File: src/rtl/sseg_pkg.sv
// Shared types and constants for the seven-segment scan multiplexer.
// Optional leading-zero blanking in sseg_scan_mux is enabled by SSEG_LEADING_ZERO_BLANK_EN.
package sseg_pkg;

  localparam int MAX_DIGITS       = 8;
  localparam int DEF_SLOT_CYCLES  = 50000;
  localparam int DEF_BLANK_CYCLES = 500;

  typedef logic [$clog2(MAX_DIGITS)-1:0] digit_idx_t;

  localparam logic [MAX_DIGITS-1:0] AN_ALL_OFF = '1;

  typedef enum logic {
    S_BLANK,
    S_ON
  } state_e;

  // A single-digit display still needs a one-bit index.
  function automatic int idx_w(input int n);
    return (n > 1) ? $clog2(n) : 1;
  endfunction

endpackage

File: src/rtl/sseg_slot_timer.sv
// Slot counter, blank/on FSM and digit index for the display scanner.
// Exposes the next index so the owner can register data alongside it.
module sseg_slot_timer
  import sseg_pkg::*;
#(
  parameter  int NUM_DIGITS   = 4,
  parameter  int SLOT_CYCLES  = DEF_SLOT_CYCLES,
  parameter  int BLANK_CYCLES = DEF_BLANK_CYCLES,
  localparam int CW           = $clog2(SLOT_CYCLES),
  localparam int IW           = idx_w(NUM_DIGITS)
) (
  input  logic          clk,
  input  logic          reset,
  output state_e        state,
  output logic [IW-1:0] idx,
  output logic [IW-1:0] idx_nxt,
  output logic          boundary
);

  localparam logic [CW-1:0] CNT_LAST  = CW'(SLOT_CYCLES - 1);
  localparam logic [CW-1:0] CNT_BLANK = CW'(BLANK_CYCLES - 1);
  localparam logic [IW-1:0] IDX_LAST  = IW'(NUM_DIGITS - 1);

  logic [CW-1:0] cnt;
  logic [CW-1:0] cnt_nxt;
  logic          wrap;
  state_e        state_nxt;

  assign wrap     = (cnt == CNT_LAST);
  assign boundary = wrap && (idx == IDX_LAST);

  always_comb begin
    cnt_nxt = cnt + CW'(1);
    idx_nxt = idx;
    if (wrap) begin
      cnt_nxt = '0;
      idx_nxt = (idx == IDX_LAST) ? '0 : idx + IW'(1);
    end
  end

  always_ff @(posedge clk) begin
    if (reset) begin
      cnt <= '0;
      idx <= '0;
    end else begin
      cnt <= cnt_nxt;
      idx <= idx_nxt;
    end
  end

  always_ff @(posedge clk) begin
    if (reset) state <= S_BLANK;
    else       state <= state_nxt;
  end

  always_comb begin
    state_nxt = state;
    case (state)
      S_BLANK: if (cnt == CNT_BLANK) state_nxt = S_ON;
      S_ON:    if (wrap)             state_nxt = S_BLANK;
      default:                       state_nxt = S_BLANK;
    endcase
  end

endmodule

File: src/rtl/sseg_scan_mux.sv
// Time-multiplexed LED digit scanner with tear-free frame shadowing.
// Define SSEG_LEADING_ZERO_BLANK_EN to suppress leading zero digits.
module sseg_scan_mux
  import sseg_pkg::*;
#(
  parameter int NUM_DIGITS   = 4,
  parameter int SLOT_CYCLES  = DEF_SLOT_CYCLES,
  parameter int BLANK_CYCLES = DEF_BLANK_CYCLES
) (
  input  logic                    clk,
  input  logic                    reset,
  input  logic                    load,
  input  logic [4*NUM_DIGITS-1:0] frame_in,
  input  logic [NUM_DIGITS-1:0]   dp_in,
  output logic [3:0]              hex,
  output logic                    dp,
  output logic [NUM_DIGITS-1:0]   an,
  output logic                    upd_done
);

  localparam int IW = idx_w(NUM_DIGITS);

  state_e          state;
  logic [IW-1:0]   idx;
  logic [IW-1:0]   idx_nxt;
  logic            boundary;

  logic [NUM_DIGITS-1:0][3:0] pend_frame;
  logic [NUM_DIGITS-1:0]      pend_dp;
  logic                       pend_vld;
  logic [NUM_DIGITS-1:0][3:0] shd_frame;
  logic [NUM_DIGITS-1:0]      shd_dp;
  logic [NUM_DIGITS-1:0][3:0] shd_frame_nxt;
  logic [NUM_DIGITS-1:0]      shd_dp_nxt;
  logic                       shd_wr;
  logic                       digit_en;

  sseg_slot_timer #(
    .NUM_DIGITS   (NUM_DIGITS),
    .SLOT_CYCLES  (SLOT_CYCLES),
    .BLANK_CYCLES (BLANK_CYCLES)
  ) u_timer (
    .clk      (clk),
    .reset    (reset),
    .state    (state),
    .idx      (idx),
    .idx_nxt  (idx_nxt),
    .boundary (boundary)
  );

  // A load landing on the boundary bypasses pending so it is not lost a frame.
  always_comb begin
    shd_wr        = 1'b0;
    shd_frame_nxt = shd_frame;
    shd_dp_nxt    = shd_dp;
    if (boundary && load) begin
      shd_wr        = 1'b1;
      shd_frame_nxt = frame_in;
      shd_dp_nxt    = dp_in;
    end else if (boundary && pend_vld) begin
      shd_wr        = 1'b1;
      shd_frame_nxt = pend_frame;
      shd_dp_nxt    = pend_dp;
    end
  end

  always_ff @(posedge clk) begin
    if (reset) begin
      pend_frame <= '0;
      pend_dp    <= '0;
      pend_vld   <= 1'b0;
      shd_frame  <= '0;
      shd_dp     <= '0;
      upd_done   <= 1'b0;
    end else begin
      shd_frame <= shd_frame_nxt;
      shd_dp    <= shd_dp_nxt;
      upd_done  <= shd_wr;
      if (load) begin
        pend_frame <= frame_in;
        pend_dp    <= dp_in;
      end
      if (shd_wr)    pend_vld <= 1'b0;
      else if (load) pend_vld <= 1'b1;
    end
  end

  // Data follows the next index so the decoder settles during the blank.
  always_ff @(posedge clk) begin
    if (reset) begin
      hex <= 4'h0;
      dp  <= 1'b0;
    end else begin
      hex <= shd_frame_nxt[idx_nxt];
      dp  <= shd_dp_nxt[idx_nxt];
    end
  end

`ifdef SSEG_LEADING_ZERO_BLANK_EN
  logic [NUM_DIGITS-1:0] blank_mask;

  // Blank from the top down while digits are zero; a set dp ends the run.
  function automatic logic [NUM_DIGITS-1:0] lz_mask(
    input logic [NUM_DIGITS-1:0][3:0] f,
    input logic [NUM_DIGITS-1:0]      d
  );
    logic run;
    run     = 1'b1;
    lz_mask = '0;
    for (int i = NUM_DIGITS - 1; i >= 1; i--) begin
      run        = run && (f[i] == 4'h0) && !d[i];
      lz_mask[i] = run;
    end
  endfunction

  always_ff @(posedge clk) begin
    if (reset)       blank_mask <= '0;
    else if (shd_wr) blank_mask <= lz_mask(shd_frame_nxt, shd_dp_nxt);
  end

  assign digit_en = ~blank_mask[idx];
`else
  assign digit_en = 1'b1;
`endif

  always_comb begin
    an = AN_ALL_OFF[NUM_DIGITS-1:0];
    if (state == S_ON && digit_en) an[idx] = 1'b0;
  end

endmodule

File: config.mk
export PLATFORM = sky130hd
export DESIGN_NAME = sseg_scan_mux
export DESIGN_NICKNAME = d
export VERILOG_FILES = /design/src/rtl/sseg_pkg.sv /design/src/rtl/sseg_slot_timer.sv /design/src/rtl/sseg_scan_mux.sv
export SDC_FILE = /design/constraint.sdc
export NUM_CORES = 1
export LEC_CHECK = 0
export ABC_AREA = 1
export BUFFER_PORTS_ARGS = -buffer_cell sky130_fd_sc_hd__buf_4
export CORE_MARGIN = 1.5
export CORE_UTILIZATION = 40
export DETAILED_ROUTE_END_ITERATION = 8
export PLACE_DENSITY = 0.57
export SYNTH_ARGS = -nofsm -noshare
export SYNTH_HDL_FRONTEND = slang
export SYNTH_SLANG_ARGS = --single-unit
export TNS_END_PERCENT = 5
File: constraint.sdc
create_clock -name clk -period 3.8 [get_ports clk]
set_input_delay 0 -clock clk [delete_from_list [all_inputs] [get_ports clk]]
set_output_delay 0 -clock clk [all_outputs]
set_load 0.01 [all_outputs]
==> results of run 1 <==
==> per-stage QoR <==
step	setup WS [ps]	hold WS (ps)	util	cells
global route	952.3	63.61	0.5020	594
CTS	1271	34.81	0.5020	594
finish	1253	53.53	0.5020	594
floorplan	2043	134.9	-	441
global placement	1360	237.6	0.4458	557
detailed placement	1306	241.8	0.4458	557
==> per-layer routing <==
layer | share of wire | up-vias | track usage
met2 | 0.48 | 63 | 0.3271
met3 | 0.042 | 12 | 0.04606
met5 | 0 | - | 0
met4 | 0.024 | 0 | 0.08594
met1 | 0.45 | 1282 | 0.2363
li1 | - | 1516 | -
==> cell usage after synthesis (2+ instances only) <==
| master | n |
|---|---|
| a21oi_1 | 51 |
| clkbuf_1 | 14 |
| nor3_2 | 3 |
| nand3_1 | 68 |
| nand2_1 | 69 |
| xor2_1 | 4 |
| dfxtp_1 | 66 |
| buf_6 | 2 |
| ha_1 | 5 |
| nor2_1 | 28 |
| nor3_1 | 6 |
| nor2_4 | 2 |
| nand2_2 | 3 |
| inv_1 | 68 |
| nor4_1 | 2 |
| buf_2 | 5 |
| inv_2 | 5 |
| o21ai_0 | 21 |
| o21ai_1 | 2 |
| a31oi_1 | 2 |
| nand4_1 | 8 |
==> logic make-up (layout without fill, tap and decap cells) <==
group	count (synthesis)	after routing
XOR/XNOR	5	5
AO/OA/AOI/OAI	76	76
AND/OR/NAND/NOR	195	195
adder cells (fa/ha/maj)	5	5
buffers and inverters	94	145
flip-flops	66	66
==> report_power, final <==
part	total [mW]	switching (mW)	internal, mW
combinational	0.0927	0.0501	0.0426
sequential	0.716	0.00664	0.710
clock	0.655	0.270	0.385
total	1.46	0.326	1.14
==> flip-flops by register name (all words and copies together), names as in the netlist <==
signal,flops
dp,1
hex,4
pend_dp,4
pend_frame,16
pend_vld,1
shd_dp,4
shd_frame,16
u_timer.cnt,16
u_timer.idx,2
u_timer.state,1
upd_done,1
==> critical path: cells and delay by family, from the launching register on <==
family	cells	cell delay [ps]
adder cells (fa/ha/maj)	1	260
AND/OR/NAND/NOR	8	1270
AO/OA/AOI/OAI	1	160
buffers and inverters	1	400
flip-flops	1	370
==> area by class of cell <==
type / instances / area, um^2
Inverter: 73 / 274.0
Fill cell: 778 / 3809
Clock buffer: 11 / 141.4
Clock inverter: 5 / 77.57
Tap cell: 102 / 127.6
Sequential cell: 66 / 1321
Timing Repair Buffer: 56 / 473.0
Multi-Input combinational cell: 281 / 1424
==> final timing paths <==
check,start,slack [ps],cells after the start,end
worst max-delay path,u_timer.cnt[0],1250,11,hex[1]
worst min-delay path,reset,50,2,u_timer.idx[1]
worst max register to register,u_timer.cnt[0],1250,11,hex[1]
worst min register to register,pend_dp[1],460,2,pend_dp[1]
==> timing repair <==
action | in CTS | in global routing
hold buffers | 21 | 0
resized for setup | 0 | 0
setup endpoints to repair | 0 | 0
endpoints found under the hold margin | 40 | 0
==> results.yml, run 1 <==
status:
  status: "complete, no violations"
place:
  post-dp-hpwl_um: 5016
  gp_congestion: 0.7787
  dpl_cell_area_um2: 3410
  port-buffer-count: 32
cts:
  cts_root_buf: "clkbuf_8"
  post_cts_buffers: 0
  htree_levels: 3
  cts_sinks: 66
  cts_buffers: 9
  cts_buffer_depth: 2
  clk_latency_ps: 340
  cts.clk_slew.worst_paths_ps: 70
  cts_tree: "done"
route:
  first_pass_iters: 4
  drt_wl_total_um: 7608
  drcViolationCount: 0
  drtAntennaViolNets: 0
  routedWlPerCell_um: 12.81
  initialDrtViolationCount: 151
  dr_total_vias: 2873
  vias_per_cell: 4.837
synthesis:
  ys_types: 28
  muxShareOfSynthArea: 0
  synth-async-reset-ratio: 0
  avgSynthCellArea_um2: 7.073
  ys_ff_latch: 66
  synth_top_area_frac: 0.4236
  synth_compound_area_frac: 0.1227
  synth_edf_count: 0
  synth-seq-area-share: 0.4236
  ys.warnings.count: 0
  synth_area_um2: 3119
  synth_area_leaders: "dfxtp_1 42%, nand3_1 11%, nand2_1 8.3%, a21oi_1 8.2%, inv_1 8.2%"
  synth-xor-area-share: 0.01404
  yosys.area_share.simple: 0.2996
  syn_nets: 469
  synth_cells: 441
  synth.largest_area_cell: "dfxtp_1"
  yosys_most_used_dff: "dfxtp_1"
  synth_top_family_by_area: "simple AND/OR/NAND/NOR gates"
  synthAdderAreaFrac: 0.02006
sta:
  fin_setup_tns_ps: 0
  setup_viol: 0
  relSlewSlack: 0.3193
  fin_crit_sh: 0.6703
  clock_skew_ps: 9.004
  timing.fmax_mhz: 392.6
  rsz0062_at_grt: "no"
  tightestPinTransition_ps: 1020
  fin_crit_ps: 2547
  drv_slew: 0
  hold_viol: 0
floorplanning:
  die-area_um2: 8337
  die_y_um: 91.31
  core_um2: 7647
  num_rows: 32
  initial_core_util: 0.4079
  die_x_um: 91.31
  pin_count: 33
finish:
  design_area_um2: 3839
  final_common_cell: "nand2_1"
  fin_nets: 515
  area_growth_pct: 23.06
  n_antenna_cell: 0
  mostFrequentLayoutCells: "69 x nand2_1, 68 x inv_1, 68 x nand3_1"
  final_layout_size_suffix_gt1_frac: 0.1362
grt:
  grt_max_degree: 41
  antenna_found_initial: 0
  globalRouteTotalUtil: 0.1951
  grt.overflow.total: 0
  grt_pass1_vias: 2697
  grt_pass1_wl_um: 12810
power_and_ir_drop:
  p_leak_nw: 1.586
  p_per_area_nw_per_um2: 381.3
  power_mw: 1.464
  ir_drop_mv: 0.3071
worst_hold_path:
  min_path_type: "input port to register"
setup_path:
  crit_path_cell_trace: "ha_1, nand3_4, nor2_4, nand2_2, nor2_8, nand2_2, inv_2, nand2_1, nand3_1, nand3_1, a21oi_1"
  crit_slowest_cell: "inv_2"
  endpoint_kind: "register"
  start_kind: "register"
  crit_required_ps: 4070
  critPathKind: "register to register"
  arrival_ps: 2820
  slowest_delay_ps: 400
  path_max_fanout: 21
job:
  maxCapViolCount: 0
(Power assumes the default switching activity.)
==> run 2: changes to the inputs <==
--- a/config.mk
+++ b/config.mk
@@ -5,7 +5,7 @@
 export SDC_FILE = /design/constraint.sdc
 export NUM_CORES = 1
 export LEC_CHECK = 0
-export ABC_AREA = 1
+export ABC_AREA = 0
 export BUFFER_PORTS_ARGS = -buffer_cell sky130_fd_sc_hd__buf_4
 export CORE_MARGIN = 1.5
 export CORE_UTILIZATION = 40
==> constraint.sdc (replaced) <==
create_clock -name clk -period 2.4 [get_ports clk]
set_input_delay 0 -clock clk [delete_from_list [all_inputs] [get_ports clk]]
set_output_delay 0 -clock clk [all_outputs]
set_load 0.01 [all_outputs]
==> run 2 against run 1 <==
Wire length fell by 9.3%. Sequential power grew 59%. Non-clock buffer count is 3 higher. Die area down 2.5%. Critical path type unchanged.
==> results.yml, run 2 <==
cts:
  cts_buffer_depth: 2
  cts.clk_slew.worst_paths_ps: 70
  cts_tree: "done"
  cts_buffers: 9
  cts_root_buf: "clkbuf_8"
  cts_sinks: 66
  htree_levels: 3
  clk_latency_ps: 340
place:
  placedCellCount: 459
  post-dp-hpwl_um: 4540
  gp_congestion: 0.8256
  port-buffer-count: 32
finish:
  final_layout_size_suffix_gt1_frac: 0.1616
  mostFrequentLayoutCells: "66 x dfxtp_1, 48 x nor2_1, 38 x buf_4"
  fin_cells: 495
  n_antenna_cell: 0
  final_common_cell: "dfxtp_1"
  fin_nets: 419
  multi_input_area_um2: 1579
  final_core_util: 0.5184
  area_growth_pct: 24.42
  largestRegisters: "pend_frame: 16 flops, shd_frame: 16 flops, u_timer.cnt: 16 flops"
  seq_area_um2: 1321
  n_fill_cell: 746
sta:
  relSlewSlack: 0.3885
  timing.fmax_mhz: 460.6
  fin_crit_sh: 0.9046
  hold_slack_ps: 113.2
  setup_viol: 0
  fin_crit_ps: 2171
  clock_skew_ps: 8.092
  hold_viol: 0
  tightestPinTransition_ps: 913.9
  fin_setup_tns_ps: 0
  rsz0062_at_grt: "no"
  drv_slew: 0
synthesis:
  synth_area_leaders: "dfxtp_1 43%, mux2i_1 9.9%, nor2_1 5.9%, nand2b_1 4.1%, nand2_1 3.1%"
  synth-async-reset-ratio: 0
  synth-seq-area-share: 0.4349
  netlist_top_cells_count: "66 x dfxtp_1, 48 x nor2_1, 30 x mux2i_1"
  synth.largest_area_cell: "dfxtp_1"
  synth_cells: 341
  synth_edf_count: 0
  yosys_most_used_dff: "dfxtp_1"
  ys_types: 37
  yosysMostFrequentCell: "dfxtp_1"
  synth_top_area_frac: 0.4349
  ys.warnings.count: 0
  ys_ff_latch: 66
  avgSynthCellArea_um2: 8.909
  syn_nets: 369
  synth_area_um2: 3038
grt:
  grt_pass1_vias: 2489
  globalRouteTotalUtil: 0.1814
  antenna_found_initial: 0
  grt_pass1_wl_um: 11760
  grt.overflow.total: 0
  grt_max_degree: 53
route:
  vias_per_cell: 5.048
  drcViolationCount: 0
  initialDrtViolationCount: 71
  drt_wl_total_um: 6899
  drtAntennaViolNets: 0
  dr_total_vias: 2499
  first_pass_iters: 4
  routedWlPerCell_um: 13.94
setup_path:
  crit_required_ps: 2610
  cp_top_family: "simple AND/OR/NAND/NOR gates"
  crit_slowest_cell: "or4_4"
  critPathBufInv: 1
  start_kind: "register"
  critPathKind: "register to register"
  slowest_delay_ps: 590
  endpoint_kind: "register"
  crit_path_cell_trace: "or4_4, nor4_4, buf_12, mux2i_1, mux2_2, o221ai_1"
  arrival_ps: 2380
  path_max_fanout: 23
power_and_ir_drop:
  p_per_area_nw_per_um2: 594.3
  p_leak_nw: 1.383
  ir_drop_mv: 0.4100
worst_hold_path:
  min_path_type: "input port to register"
floorplanning:
  die-area_um2: 8127
  core_um2: 7292
  die_y_um: 90.15
  pin_count: 33
  initial_core_util: 0.4166
  die_x_um: 90.15
  num_rows: 31
job:
  maxCapViolCount: 0
status:
  status: "complete, no violations"
## run 2: cell types whose count changed after synthesis, sizes merged, moves of 7 or more
cell    before  now
inv         73   14
a21oi       51   18
nor2        32   48
nand2b       0   20
nand3       69    7
and3         0    8
nor3         9    2
mux2         0    8
o21ai       23   14
mux2i        0   30
nand2       72   25
## run 2: logic make-up after synthesis
kind of cell | count (synthesis) | share of synthesized area
AND/OR/NAND/NOR | 134 | 0.2257
multiplexers | 38 | 0.1285
flip-flops | 66 | 0.4349
buffers and inverters | 34 | 0.04530
adder cells (fa/ha/maj) | 5 | 0.02059
XOR/XNOR | 11 | 0.03171
AO/OA/AOI/OAI | 53 | 0.1133
## run 2: routing by layer
metal  wire length (um)  global-route usage
met5                  0                   0
met4                141             0.08730
met3                147             0.02961
met2               3199              0.2973
met1               3410              0.2312
## run 2: worst reg2reg max path, cell delays in order, from the launching register on
cell and delay (ps):
dfxtp_1 350, or4_4 590, nor4_4 320, buf_12 230
mux2i_1 250, mux2_2 200, o221ai_1 120
## run 2: area by class of cell
cell class,count,share of cell area
Clock buffer,14,0.04303
Clock inverter,2,0.009268
Inverter,14,0.01390
Multi-Input combinational cell,241,0.4177
Sequential cell,66,0.3496
Tap cell,99,0.03277
Timing Repair Buffer,59,0.1337
## run 2: worst paths after layout
| kind | start | end | slack [ps] | cells past startpoint |
|---|---|---|---|---|
| worst max-delay path | u_timer.cnt[11] | hex[0] | 230 | 6 |
| worst min-delay path | reset | u_timer.cnt[2] | 110 | 2 |
| worst max register to register | u_timer.cnt[11] | hex[0] | 230 | 6 |
| worst min register to register | pend_frame[8] | pend_frame[8] | 470 | 2 |
## run 2: timing repair
action                                  in CTS  in global routing
setup buffers                                0                  0
endpoints found under the hold margin       20                  0
endpoints found under the setup margin       0                  2
hold buffers                                20                  0
resized for setup                            0                  1
## run 2: power breakdown
part / internal, mW / leakage, nW / switching [mW]
Clock: 0.537 / 0.101 / 0.420
Sequential: 1.12 / 0.536 / 0.0174
Combinational: 0.0781 / 0.746 / 0.0751
## run 2: per-stage QoR
step                      setup slack, ps  total power, mW  area, um^2
final                               228.8            2.246        3780
after floorplan                     235.4            1.238        3038
after global routing                73.73            2.331        3780
after CTS                           203.5            2.261        3780
after detailed placement            197.2            1.289        3382
after global placement              242.4            1.289        3382
